==> config.mk <==
export PLATFORM = sky130hd
export DESIGN_NAME = control_unit
export DESIGN_NICKNAME = d
export VERILOG_FILES = /design/src/rtl/control_unit.sv
export SDC_FILE = /design/constraint.sdc
export NUM_CORES = 1
export LEC_CHECK = 0
export BUFFER_PORTS_ARGS = -buffer_cell sky130_fd_sc_hd__clkbuf_2
export CORE_UTILIZATION = 44
export CTS_BUF_LIST = sky130_fd_sc_hd__clkbuf_4
export CTS_CLUSTER_SIZE = 25
export DETAILED_ROUTE_END_ITERATION = 8
export PLACE_DENSITY = 0.8
export SYNTH_ARGS = -nofsm -noshare
export SYNTH_HDL_FRONTEND = slang
export SYNTH_SLANG_ARGS = --single-unit
==> constraint.sdc <==
create_clock -name clk -period 1.95 [get_ports clk]
set_input_delay 0.0975 -clock clk [delete_from_list [all_inputs] [get_ports clk]]
set_output_delay 0.0975 -clock clk [all_outputs]
set_load 0.01 [all_outputs]
==> src/rtl/control_unit.sv <==
// control_unit: instruction-sequencing FSM for the processor datapath.
//
// A 9-bit instruction {op, rx, ry} is latched from din[8:0] when run is high
// in T0. The FSM then steps through T1..T3 and drives the bus-source selects
// and the sink load enables one phase at a time. All outputs are Moore decodes
// of the state register and IR. Both are cleared asynchronously by resetn, so
// the outputs drop to zero without waiting for a clock edge.
//
// Ports:
//   clk     in   system clock, rising-edge state updates
//   resetn  in   asynchronous active-low reset
//   run     in   start request, sampled only in T0
//   din     in   [15:0] external data; din[8:0] is the instruction at fetch
//   din_en  out  bus source = din
//   gout    out  bus source = G
//   rout    out  [2:0] register index driven onto the bus
//   rin     out  [7:0] one-hot register load enables
//   ain     out  load operand register A
//   gin     out  load G with A +/- bus
//   addsub  out  0 = add, 1 = subtract
//   done    out  instruction completes this cycle
//   busy    out  FSM is not in T0
module control_unit (
    input  logic        clk,
    input  logic        resetn,
    input  logic        run,
    input  logic [15:0] din,
    output logic        din_en,
    output logic        gout,
    output logic [2:0]  rout,
    output logic [7:0]  rin,
    output logic        ain,
    output logic        gin,
    output logic        addsub,
    output logic        done,
    output logic        busy
);

    typedef enum logic [1:0] {
        StT0 = 2'd0,
        StT1 = 2'd1,
        StT2 = 2'd2,
        StT3 = 2'd3
    } state_e;

    localparam logic [2:0] OpMv  = 3'b000;
    localparam logic [2:0] OpMvi = 3'b001;
    localparam logic [2:0] OpAdd = 3'b010;
    localparam logic [2:0] OpSub = 3'b011;

    state_e     state_q, state_d;
    logic [8:0] ir_q, ir_d;

    logic [2:0] op, rx, ry;
    logic       is_alu;

    assign op     = ir_q[8:6];
    assign rx     = ir_q[5:3];
    assign ry     = ir_q[2:0];
    assign is_alu = (op == OpAdd) || (op == OpSub);

    // Next-state logic. IR only changes at the T0 fetch edge.
    always_comb begin
        state_d = state_q;
        ir_d    = ir_q;
        unique case (state_q)
            StT0: begin
                if (run) begin
                    ir_d    = din[8:0];
                    state_d = StT1;
                end
            end
            StT1:    state_d = is_alu ? StT2 : StT0;
            StT2:    state_d = StT3;
            StT3:    state_d = StT0;
            default: state_d = StT0;
        endcase
    end

    always_ff @(posedge clk or negedge resetn) begin
        if (!resetn) begin
            state_q <= StT0;
            ir_q    <= 9'd0;
        end else begin
            state_q <= state_d;
            ir_q    <= ir_d;
        end
    end

    // Moore output decode; anything not set for a state stays zero.
    always_comb begin
        din_en = 1'b0;
        gout   = 1'b0;
        rout   = 3'd0;
        rin    = 8'd0;
        ain    = 1'b0;
        gin    = 1'b0;
        addsub = 1'b0;
        done   = 1'b0;
        busy   = (state_q != StT0);
        unique case (state_q)
            StT0: ;
            StT1: begin
                if (op == OpMv) begin
                    rout = ry;
                    rin  = 8'd1 << rx;
                    done = 1'b1;
                end else if (op == OpMvi) begin
                    din_en = 1'b1;
                    rin    = 8'd1 << rx;
                    done   = 1'b1;
                end else if (is_alu) begin
                    rout = rx;
                    ain  = 1'b1;
                end else begin
                    // Opcodes 100-111 retire immediately with no side effects.
                    done = 1'b1;
                end
            end
            StT2: begin
                rout   = ry;
                gin    = 1'b1;
                addsub = op[0];
            end
            StT3: begin
                gout = 1'b1;
                rin  = 8'd1 << rx;
                done = 1'b1;
            end
            default: ;
        endcase
    end

endmodule

; Word-level counts from Yosys, hierarchy flattened
; Cells that the tools add are included.
[totals]
register_bits = 11
latch_bits = 0
ramBits = 0
rom_bits = 0
in_bits = 19
output_inout_bits = 18
wordCells = 39
n_memories = 0
[classes]
addsub = 0
mul = 0
div = 0
n_lt_le_gt_ge = 0
n_eq_ne = 7
shifts = 1
n_mux = 24
bitwise = 0
n_reduce_logical = 5
[ops]
columns = operator, n
row1 = 8-bit two-way mux, 2
row2 = 8-bit one-hot mux with 2 select lines, 1
row3 = 1-bit two-way mux, 13
row4 = 3-bit two-way mux, 3
row5 = 2-bit one-hot mux with 4 select lines, 1
row6 = "1-bit by 3-bit left shift with 8-bit output, first input constant", 1
row7 = "3-bit by 2-bit equality test with 1-bit output, second input constant", 2
row8 = 3-bit one-hot mux with 2 select lines, 1
row9 = "2-bit equality test, second input constant", 2
row10 = 2-bit two-way mux, 2
row11 = "3-bit by 1-bit equality test with 1-bit output, second input constant", 1
row12 = 3-bit logical NOT, 1
row13 = "2-bit by 1-bit equality test with 1-bit output, second input constant", 1
row14 = 2-bit logical NOT, 1
row15 = "2-bit inequality test, second input constant", 1
row16 = 1-bit one-hot mux with 2 select lines, 1
row17 = 2-bit AND reduction, 1
row18 = 2-bit nonzero test, 1
row19 = 1-bit logical OR, 1

; Depth between registers and ports, before layout
; Gate-level depths: netlist of run 1.
[depth]
word_depth = 6
ltp_mapped = 6
depth_no_buf = 5

; Least setup slack after synthesis of run 1
; OpenSTA, ideal clock, no wires.
[synth_path]
path_kind = register to output
from = register with a tool-made name
to = output rin[2]
arrival_time_ns = 1.343
required_ns = 1.852
slack_ns = 0.510
path_stages_with_launch = 6
n_path_buf = 0
cell_sequence = dfrtp_1 > inv_1 > ha_1 > nor3b_1 > o21ai_0 > nor3_1
[synth_lines]
columns = element, line
row1 = end: declaration, 31  ; output logic [7:0] rin,

==> summary.txt, run 1 <==
Timing
  • Worst-margin pin slew: 0.403 ns
  • Rel. slew slack: 73.0%
  • Final setup fails: 0
  • RSZ-0062 raised after global routing: false
  • Max Freq: 544 MHz
  • Final TNS setup: 0 ns
  • Final hold viol count: 0
  • Final Cycle Share: a little over nine tenths
  • Pins Over Slew Limit: 0
  • Worst Clk Skew: 0.00642 ns
  • Worst hold margin: 0.0508 ns
  • Min Clock Period, post-route: between 1.5 and 2 ns

Final layout
  • Filler cell count: between 100 and 150
  • Area occupied by multi-input gates: 365 sq um
  • Fin nets: 121
  • Final Non-Filler Cells: 112
  • Synth-to-Final Area Change: 32.6%
  • Register area: 275 sq um
  • Ant. Diodes: 0
  • Share of cells above drive strength 1: 46.4%

Floorplan
  • Site row count: 13
  • Total die area: 1620 sq um
  • Number of I/O pins: 37
  • Die Y-Extent: 40.3 microns
  • Die W: roughly 40 microns
  • Core area: 1330 sq um
  • Initial Utilization: 48.4%

Yosys
  • Seq cells post-synth: 11
  • Gate Count Post-Synth: 64
  • Async SR Flop Fraction: 100%
  • Synthesized cell area: 646 sq um
  • Synth cell count leaders: 11 x dfrtp_1, 10 x mux2_2, 10 x nor2_1
  • Number of synthesized flops with an enable pin: 0
  • Count leader, synth: dfrtp_1
  • Synth area leader: dfrtp_1
  • Top-area cell type share of the netlist area: 42.6%
  • Largest cells by area after synthesis: dfrtp_1 43%, mux2_2 17%, ha_1 7.8%, nor2_1 5.8%, o21ai_0 3.1%
  • Mean area per synthesized cell: 10.1 sq um
  • Main synth FF type: dfrtp_1
  • Syn. warnings: 0
  • Yosys cell types: 21
  • Synth Net Count: between 80 and 90
  • Post-synthesis sequential area ratio: around 43%

Pwr
  • Comb pwr share: 48.8%
  • Power Density: 1510 nW/um^2
  • VDD IR-drop max: ~850 uV
  • Clock share of power: 13.2%
  • P_int: 0.757 mW
  • Seq pwr share: a little under two fifths
  • Sw frac: 41.3%
  • Net Switching: 0.531 mW
  • Total leakage power: 0.441 nW

Global route
  • First-pass GRT wire length: 1.95 mm
  • Initial antenna violation count: 0
  • Largest net degree at the start of global routing: 12
  • GRT Total Usage: 18.7%
  • Gr ovfl total: 0
  • Vias in the first global route: 467

CTS
  • CTS buffer count: 3
  • Clk root buf: clkbuf_4
  • Clock sinks: 11
  • Clock tree buffer depth: 2
  • Clk_lat worst skew: 0.27 ns
  • H-tree levels: 1
  • CTS tree: built
  • Clk pin slew, worst setup/hold paths: 0.07 ns
  • Post-CTS setup buffer count: 0

Critical path
  • Setup crit end kind: primary output
  • WP buf/inv: 2
  • Sequence of cells on the critical path: inv_1, ha_1, and3b_1, a221oi_1, nor2_1, clkbuf_2
  • R2r setup slk: 0.39 ns
  • Max incr delay on CP: between 0.3 and 0.4 ns
  • Worst path depth: 6
  • Worst path slowest cell: dfrtp_1
  • Worst r2r src: state_q[0]
  • Crit path max fanout: 5
  • Worst path top cell family by delay: flip-flops
  • Depth of the most critical reg-to-reg path: 4
  • Startpoint Class: flip-flop
  • Worst EP arrival: 1.74 ns
  • Reg2Reg Capture Point: ir_q[0]
  • Crit path kind: flip-flop to primary output
  • Worst Path Required: 1.85 ns

Placed design
  • Detail Placement HPWL: 1.08 mm
  • GP Congestion: 0.772
  • Placed Instances: 107
  • Port Buffers: 29

Min path
  • Min-Delay Path Class: input port to flip-flop
  • Min-Delay Endpoint: ir_q[2]
  • Hold_sp: din[2]
  • Hold path cells: 2

Detailed routing
  • Total Routed Length: 1.39 mm
  • Starting DRT DRC Count: 5
  • Residual DRC: 0
  • Post-route ant nets: 0
  • Mean routed wirelength per cell: 12.4 microns
  • Drt first pass iters: 4
  • Via count: 576
  • Vias per cell: roughly 5.1

Run
  • Max-cap violations: 0

Outcome
  • Outcome: completed
[cell type report]
| class | count | share of cell area [%] |
|---|---|---|
| Tap cell | 15 | 2.19 |
| Sequential cell | 11 | 32.2 |
| Multi-Input combinational cell | 49 | 42.7 |
| Timing Repair Buffer | 30 | 18.1 |
| Clock buffer | 4 | 3.51 |
| Inverter | 3 | 1.32 |
[repair_timing]
action,CTS,global route
setup endpoints to repair,2,3
hold endpoints to repair,11,0
resized for setup,2,1
hold buffers,1,0
[per-stage QoR]
step	utilization, %	setup WS (ns)	total power, mW	cell area [sq um]
2_1_floorplan	-	0.510	0.901	646
3_3_place_gp	60.3	0.354	1.07	805
3_5_place_dp	60.3	0.281	1.11	805
4_1_cts	64.2	0.0975	1.29	856
5_1_grt	64.2	0.0153	1.39	856
6_report	64.2	0.113	1.29	856
[power groups by stage]
| stage | Clock, mW | Sequential (mW) | Combinational (mW) |
|---|---|---|---|
| 3_5_place_dp | 0 | 0.482 | 0.625 |
| 5_1_grt | 0.178 | 0.507 | 0.707 |
| 2_1_floorplan | 0 | 0.438 | 0.464 |
| 3_3_place_gp | 0 | 0.470 | 0.602 |
| 6_report | 0.171 | 0.490 | 0.628 |
| 4_1_cts | 0.172 | 0.488 | 0.634 |
[cell families after synthesis]
kind of cell	synth area share (%)
and+or+nand+nor	19.6
DFF	42.6
adders and majority gates	7.75
buffers and inverters	2.52
muxes	17.4
AOI/OAI and AO/OA	10.1
[flip-flops by register name, summed over array words and instances (netlist names), named ones only]
signal and count:
ir_q 9, state_q 1
[how the worst max path moves through the flow]
stage | from | to | slack [ns]
final | flip-flop | rout[0] | 0.11
after global routing | flip-flop | rout[0] | 0.02
after CTS | flip-flop | rin[2] | 0.1
after detailed placement | flip-flop | rout[0] | 0.28
after global placement | flip-flop | rin[2] | 0.35
after floorplan | flip-flop | rin[2] | 0.51
[cells in the final DEF, fill, tap and decap left out]
| cell | synthesis | layout |
|---|---|---|
| clkbuf_4 | 0 | 4 |
| or3_1 | 1 | 1 |
| a221oi_1 | 2 | 2 |
| o21bai_1 | 1 | 1 |
| o211ai_1 | 1 | 1 |
| nor4b_2 | 0 | 1 |
| nand3_1 | 1 | 1 |
| nor2_1 | 10 | 10 |
| nand2b_1 | 3 | 3 |
| ha_1 | 4 | 4 |
| a21o_1 | 1 | 1 |
| mux2_2 | 10 | 10 |
| and2_1 | 2 | 2 |
| a21oi_1 | 1 | 1 |
| nor3_1 | 2 | 2 |
| dfrtp_1 | 11 | 11 |
| o21ai_0 | 4 | 3 |
| nor3b_2 | 0 | 1 |
| dlygate4sd3_1 | 0 | 1 |
| and3b_1 | 1 | 1 |
| o21ai_1 | 0 | 1 |
| inv_1 | 3 | 3 |
| clkbuf_2 | 1 | 29 |
| nand2_1 | 3 | 3 |
[per-layer routing]
metal	track usage, %	part of all wire, %
met1	22.6	47
met4	7.50	0
met2	31.5	47
met3	5.00	5.8
met5	0	0
[worst reg2reg max path, stage by stage, from the launching register on]
cell and delay, ns:
dfrtp_1 0.41, inv_1 0.08, ha_1 0.24, nand2_1 0.32, mux2_2 0.39
No activity file was read; power rests on OpenSTA's default activity.
==> run 2, diff against run 1 <==
GPL_TIMING_DRIVEN = 0   (was default)
REMOVE_ABC_BUFFERS = 1   (was default)
==> summary.txt, run 2 (same netlist as run 1, synthesis figures left out) <==
Timing
  • RSZ-0062 raised after global routing: false
  • Final TNS setup: 0 ns
  • Final setup fails: 0
  • Pins Over Slew Limit: 0
  • Worst hold margin: 0.0557 ns
  • Final Cycle Share: 93.9%
  • Final hold viol count: 0
  • Worst-margin pin slew: 0.390 ns
  • Worst Clk Skew: roughly 0.0075 ns
  • Rel. slew slack: 73.9%
  • Min Clock Period, post-route: 1.83 ns
  • Max Freq: around 550 MHz

Final layout
  • Largest registers: ir_q x9, state_q x1
  • Synth-to-Final Area Change: 33.9%
  • Fin nets: 121
  • Most frequent cells in the layout: 29 x clkbuf_2, 11 x dfrtp_1, 10 x nor2_1, 10 x mux2_2, 4 x clkbuf_4
  • Register area: about 280 sq um
  • Most flop-heavy register: ir_q
  • Ant. Diodes: 0
  • Area occupied by multi-input gates: 374 sq um
  • Utilization after layout: 64.8%
  • Commonest non-fill, non-tap cell in the layout: clkbuf_2
  • Filler cell count: 114
  • Share of cells above drive strength 1: 47.4%
  • Largest register FFs: 9

Detailed routing
  • Total Routed Length: 1.46 mm
  • Drt first pass iters: 3
  • Via count: 595
  • Post-route ant nets: 0
  • Mean routed wirelength per cell: 13.0 microns
  • Residual DRC: 0
  • Vias per cell: 5.31
  • Starting DRT DRC Count: 5

Critical path
  • Startpoint Class: flip-flop
  • R2r setup slk: 0.37 ns
  • Crit path kind: flip-flop to primary output
  • Sequence of cells on the critical path: inv_1, ha_2, nor4b_2, a221oi_1, nor2_1, clkbuf_2
  • Crit path max fanout: 4
  • Max incr delay on CP: 0.42 ns
  • Setup crit end kind: primary output
  • Worst EP arrival: about 1.7 ns
  • Worst Path Required: 1.85 ns
  • Worst path slowest cell: dfrtp_1

Floorplan
  • Core area: roughly 1300 sq um
  • Die W: 40.3 microns
  • Total die area: roughly 1600 sq um
  • Initial Utilization: 48.4%
  • Die Y-Extent: 40.3 microns
  • Site row count: 13
  • Number of I/O pins: 37

Placed design
  • GP Congestion: 0.755
  • Detail Placement HPWL: 1.15 mm
  • Port Buffers: 29

Global route
  • GRT Total Usage: 22.1%
  • Initial antenna violation count: 0
  • First-pass GRT wire length: 2.23 mm
  • Gr ovfl total: 0
  • Vias in the first global route: between 500 and 600
  • Largest net degree at the start of global routing: 12

Run
  • Max-cap violations: 0

Outcome
  • Outcome: completed

CTS
  • Clock sinks: 11
  • Clock tree buffer depth: 2
  • Post-CTS setup buffer count: 0
  • Clk_lat worst skew: 0.27 ns
  • Clk root buf: clkbuf_4
  • CTS buffer count: 3
  • CTS tree: built
  • H-tree levels: 1
  • Clk pin slew, worst setup/hold paths: around 0.07 ns

Pwr
  • VDD IR-drop max: roughly 760 uV
  • Tot Pwr: about 1.3 mW
  • Total leakage power: about 0.44 nW
  • Power Density: 1530 nW/um^2

Min path
  • Min-Delay Path Class: input port to flip-flop
## run 2: cell counts in the layout (fill, tap and decap cells not counted)
No cell type changed its count.
## run 2: critical path: cells and delay by family, from the launching register on
family | cells | cell delay, ns
simple gates | 2 | 0.50
fa+ha+maj | 1 | 0.20
compound gates | 1 | 0.10
flops | 1 | 0.42
buf+inv | 2 | 0.24
## run 2: path summary, 6_finish.rpt
kind,from,endpoint,cells after the start
setup / recovery,flip-flop,rout[2],6
hold / removal,din[4],ir_q[4],2
setup reg to reg,state_q[0],ir_q[0],4
hold reg to reg,ir_q[1],ir_q[1],1
max in group asynchronous,resetn,ir_q[6],2
min in group asynchronous,resetn,ir_q[7],2
## run 2: where the power goes
part / internal (mW) / switching (mW) / total (mW)
clock: 0.0931 / 0.0733 / 0.166
combinational: 0.332 / 0.322 / 0.654
sequential: 0.343 / 0.156 / 0.499
## run 2: what timing repair did
item | CTS | global route
gates resized for setup | 2 | 3
hold buffers | 1 | 0
endpoints found under the setup margin | 5 | 10
endpoints found under the hold margin | 11 | 0
## run 2: area by class of cell
type                            count  share of cell area (%)
Timing Repair Buffer               30                    17.9
Clock buffer                        4                    3.47
Multi-Input combinational cell     49                    43.3
Inverter                            3                    1.30
Tap cell                           15                    2.17
Sequential cell                    11                    31.8
## run 2: metrics by stage
stage	cell area, sq um	instances	setup WS (ns)
4_1_cts	851	112	0.0299
2_1_floorplan	641	63	0.510
3_3_place_gp	805	107	0.362
6_report	865	112	0.119
3_5_place_dp	805	107	0.228
5_1_grt	865	112	0.00692
## run 2: routing by layer
| layer | vias to the layer above | global-route usage, % | wire length (microns) |
|---|---|---|---|
| met5 | - | 0 | 0 |
| met4 | 0 | 11.7 | 17 |
| met3 | 2 | 8.33 | 59 |
| met2 | 19 | 38.3 | 796 |
| met1 | 282 | 22.9 | 587 |
| li1 | 292 | - | - |
==> run 3, diff against run 2 <==
CTS_CLUSTER_DIAMETER = 60   (was default)
clock period = 1.8 ns   (was 1.95 ns; I/O delays follow)
==> summary.txt, run 3 (same netlist as run 1, synthesis figures left out) <==
Timing
  • Final Cycle Share: 94.9%
  • Rel. slew slack: 74.6%
  • RSZ-0062 raised after global routing: true
  • Max Freq: 585 MHz
  • Pins Over Slew Limit: 0
  • Worst Clk Skew: around 0.011 ns
  • Min Clock Period, post-route: 1.71 ns
  • Final hold viol count: 0
  • Worst-margin pin slew: 0.380 ns
  • Final TNS setup: 0 ns
  • Final setup fails: 0

Pwr
  • Total leakage power: 0.457 nW
  • Sw frac: 42.9%
  • Comb pwr share: 51.1%
  • Clock share of power: 11.8%
  • Power Density: 1680 nW/um^2
  • P_int: 0.883 mW
  • Seq pwr share: around 37%
  • VDD IR-drop max: between 800 and 900 uV
  • Net Switching: 0.664 mW

Outcome
  • Outcome: completed

Floorplan
  • Total die area: approximately 1600 sq um
  • Die Y-Extent: 40.3 microns
  • Initial Utilization: 48.4%
  • Die W: 40.3 microns
  • Number of I/O pins: 37
  • Site row count: 13
  • Core area: 1330 sq um

Placed design
  • Port Buffers: 29
  • GP Congestion: 0.755
  • Detail Placement HPWL: 1.15 mm
  • Placed Instances: 107

Final layout
  • Utilization after layout: about 69%
  • Largest registers: ir_q x9, state_q x1
  • Fin nets: 122
  • Commonest non-fill, non-tap cell in the layout: clkbuf_2
  • Most frequent cells in the layout: 28 x clkbuf_2, 10 x nor2_1, 10 x mux2_2, 10 x dfrtp_1, 4 x clkbuf_4
  • Synth-to-Final Area Change: 42.2%
  • Final Non-Filler Cells: approximately 110
  • Share of cells above drive strength 1: 55.1%
  • Largest register FFs: 9
  • Ant. Diodes: 0
  • Most flop-heavy register: ir_q

Detailed routing
  • Post-route ant nets: 0
  • Residual DRC: 0
  • Via count: 617
  • Drt first pass iters: 4
  • Total Routed Length: 1.59 mm
  • Starting DRT DRC Count: 9
  • Mean routed wirelength per cell: 14.0 microns
  • Vias per cell: between 5 and 6

Critical path
  • Startpoint Class: flip-flop
  • Crit path kind: flip-flop to primary output
  • Worst EP arrival: 1.62 ns
  • Worst Path Required: around 1.7 ns
  • Crit path max fanout: 5
  • Setup crit end kind: primary output

Global route
  • Gr ovfl total: 0
  • Vias in the first global route: 541
  • Largest net degree at the start of global routing: 12
  • First-pass GRT wire length: 2.26 mm
  • Initial antenna violation count: 0
  • GRT Total Usage: 22.4%

Min path
  • Min-Delay Path Class: input port to flip-flop

CTS
  • CTS buffer count: 3
  • CTS tree: built
  • Clk root buf: clkbuf_4
  • Clock tree buffer depth: 2
  • H-tree levels: 1
  • Clk_lat worst skew: 0.27 ns
  • Clk pin slew, worst setup/hold paths: about 0.070 ns
  • Clock sinks: 11

Run
  • Max-cap violations: 0
## run 3: final timing paths
check | start | to | slack (ns) | depth (start not counted)
setup / recovery | state_q[0] | rout[0] | 0.09 | 5
hold / removal | din[5] | ir_q[5] | 0.05 | 2
setup reg to reg | state_q[0] | ir_q[0] | 0.24 | 4
hold reg to reg | ir_q[1] | ir_q[1] | 0.51 | 1
max in group asynchronous | resetn | state_q[0] | 1.33 | 2
min in group asynchronous | resetn | ir_q[7] | 0.24 | 2
## run 3: metrics by stage
stage | setup slack [ns] | total power [mW] | instance area (sq um) | hold slack [ns]
after detailed placement | 0.0858 | 1.21 | 805 | -0.0193
after floorplan | 0.367 | 0.970 | 641 | -0.206
after CTS | -0.0148 | 1.43 | 863 | 0.0396
final | 0.0914 | 1.55 | 918 | 0.0481
after global placement | 0.219 | 1.16 | 805 | -0.0270
after global routing | -0.0214 | 1.67 | 918 | 0.0298
## run 3: layer usage
layer | track usage, % | up-vias | share of wire, %
li1 | - | 293 | -
met1 | 22.6 | 300 | 39
met2 | 39.9 | 22 | 56
met3 | 8.33 | 2 | 3.2
met4 | 11.7 | 0 | 1.0
met5 | 0 | - | 0
## run 3: power by group through the flow
stage	sequential, mW	combinational [mW]	clock (mW)
floorplan	0.474	0.496	0
global placement	0.513	0.650	0
detailed placement	0.526	0.684	0
CTS	0.526	0.712	0.189
global route	0.593	0.871	0.207
finish	0.573	0.791	0.183
## run 3: final cells by class
cell class | instances | area (sq um)
timing repair buffer | 31 | 163
multi-input combinational | 49 | 419
inverter | 3 | 11.3
tap | 15 | 18.8
fill | 112 | 415
sequential | 11 | 277
clock buffer | 4 | 30.0
## run 3: what timing repair did
item	in CTS	in global routing
hold buffers	1	0
endpoints found under the hold margin	11	0
resized for setup	3	12
pin swaps	0	1
setup endpoints to repair	11	11
setup buffers	1	0
## run 3: critical path: stages, from the launching register on
cell and delay, ns:
dfrtp_2 0.46, ha_4 0.19, and3b_2 0.26, a221oi_2 0.24
nor2_1 0.08, clkbuf_2 0.13
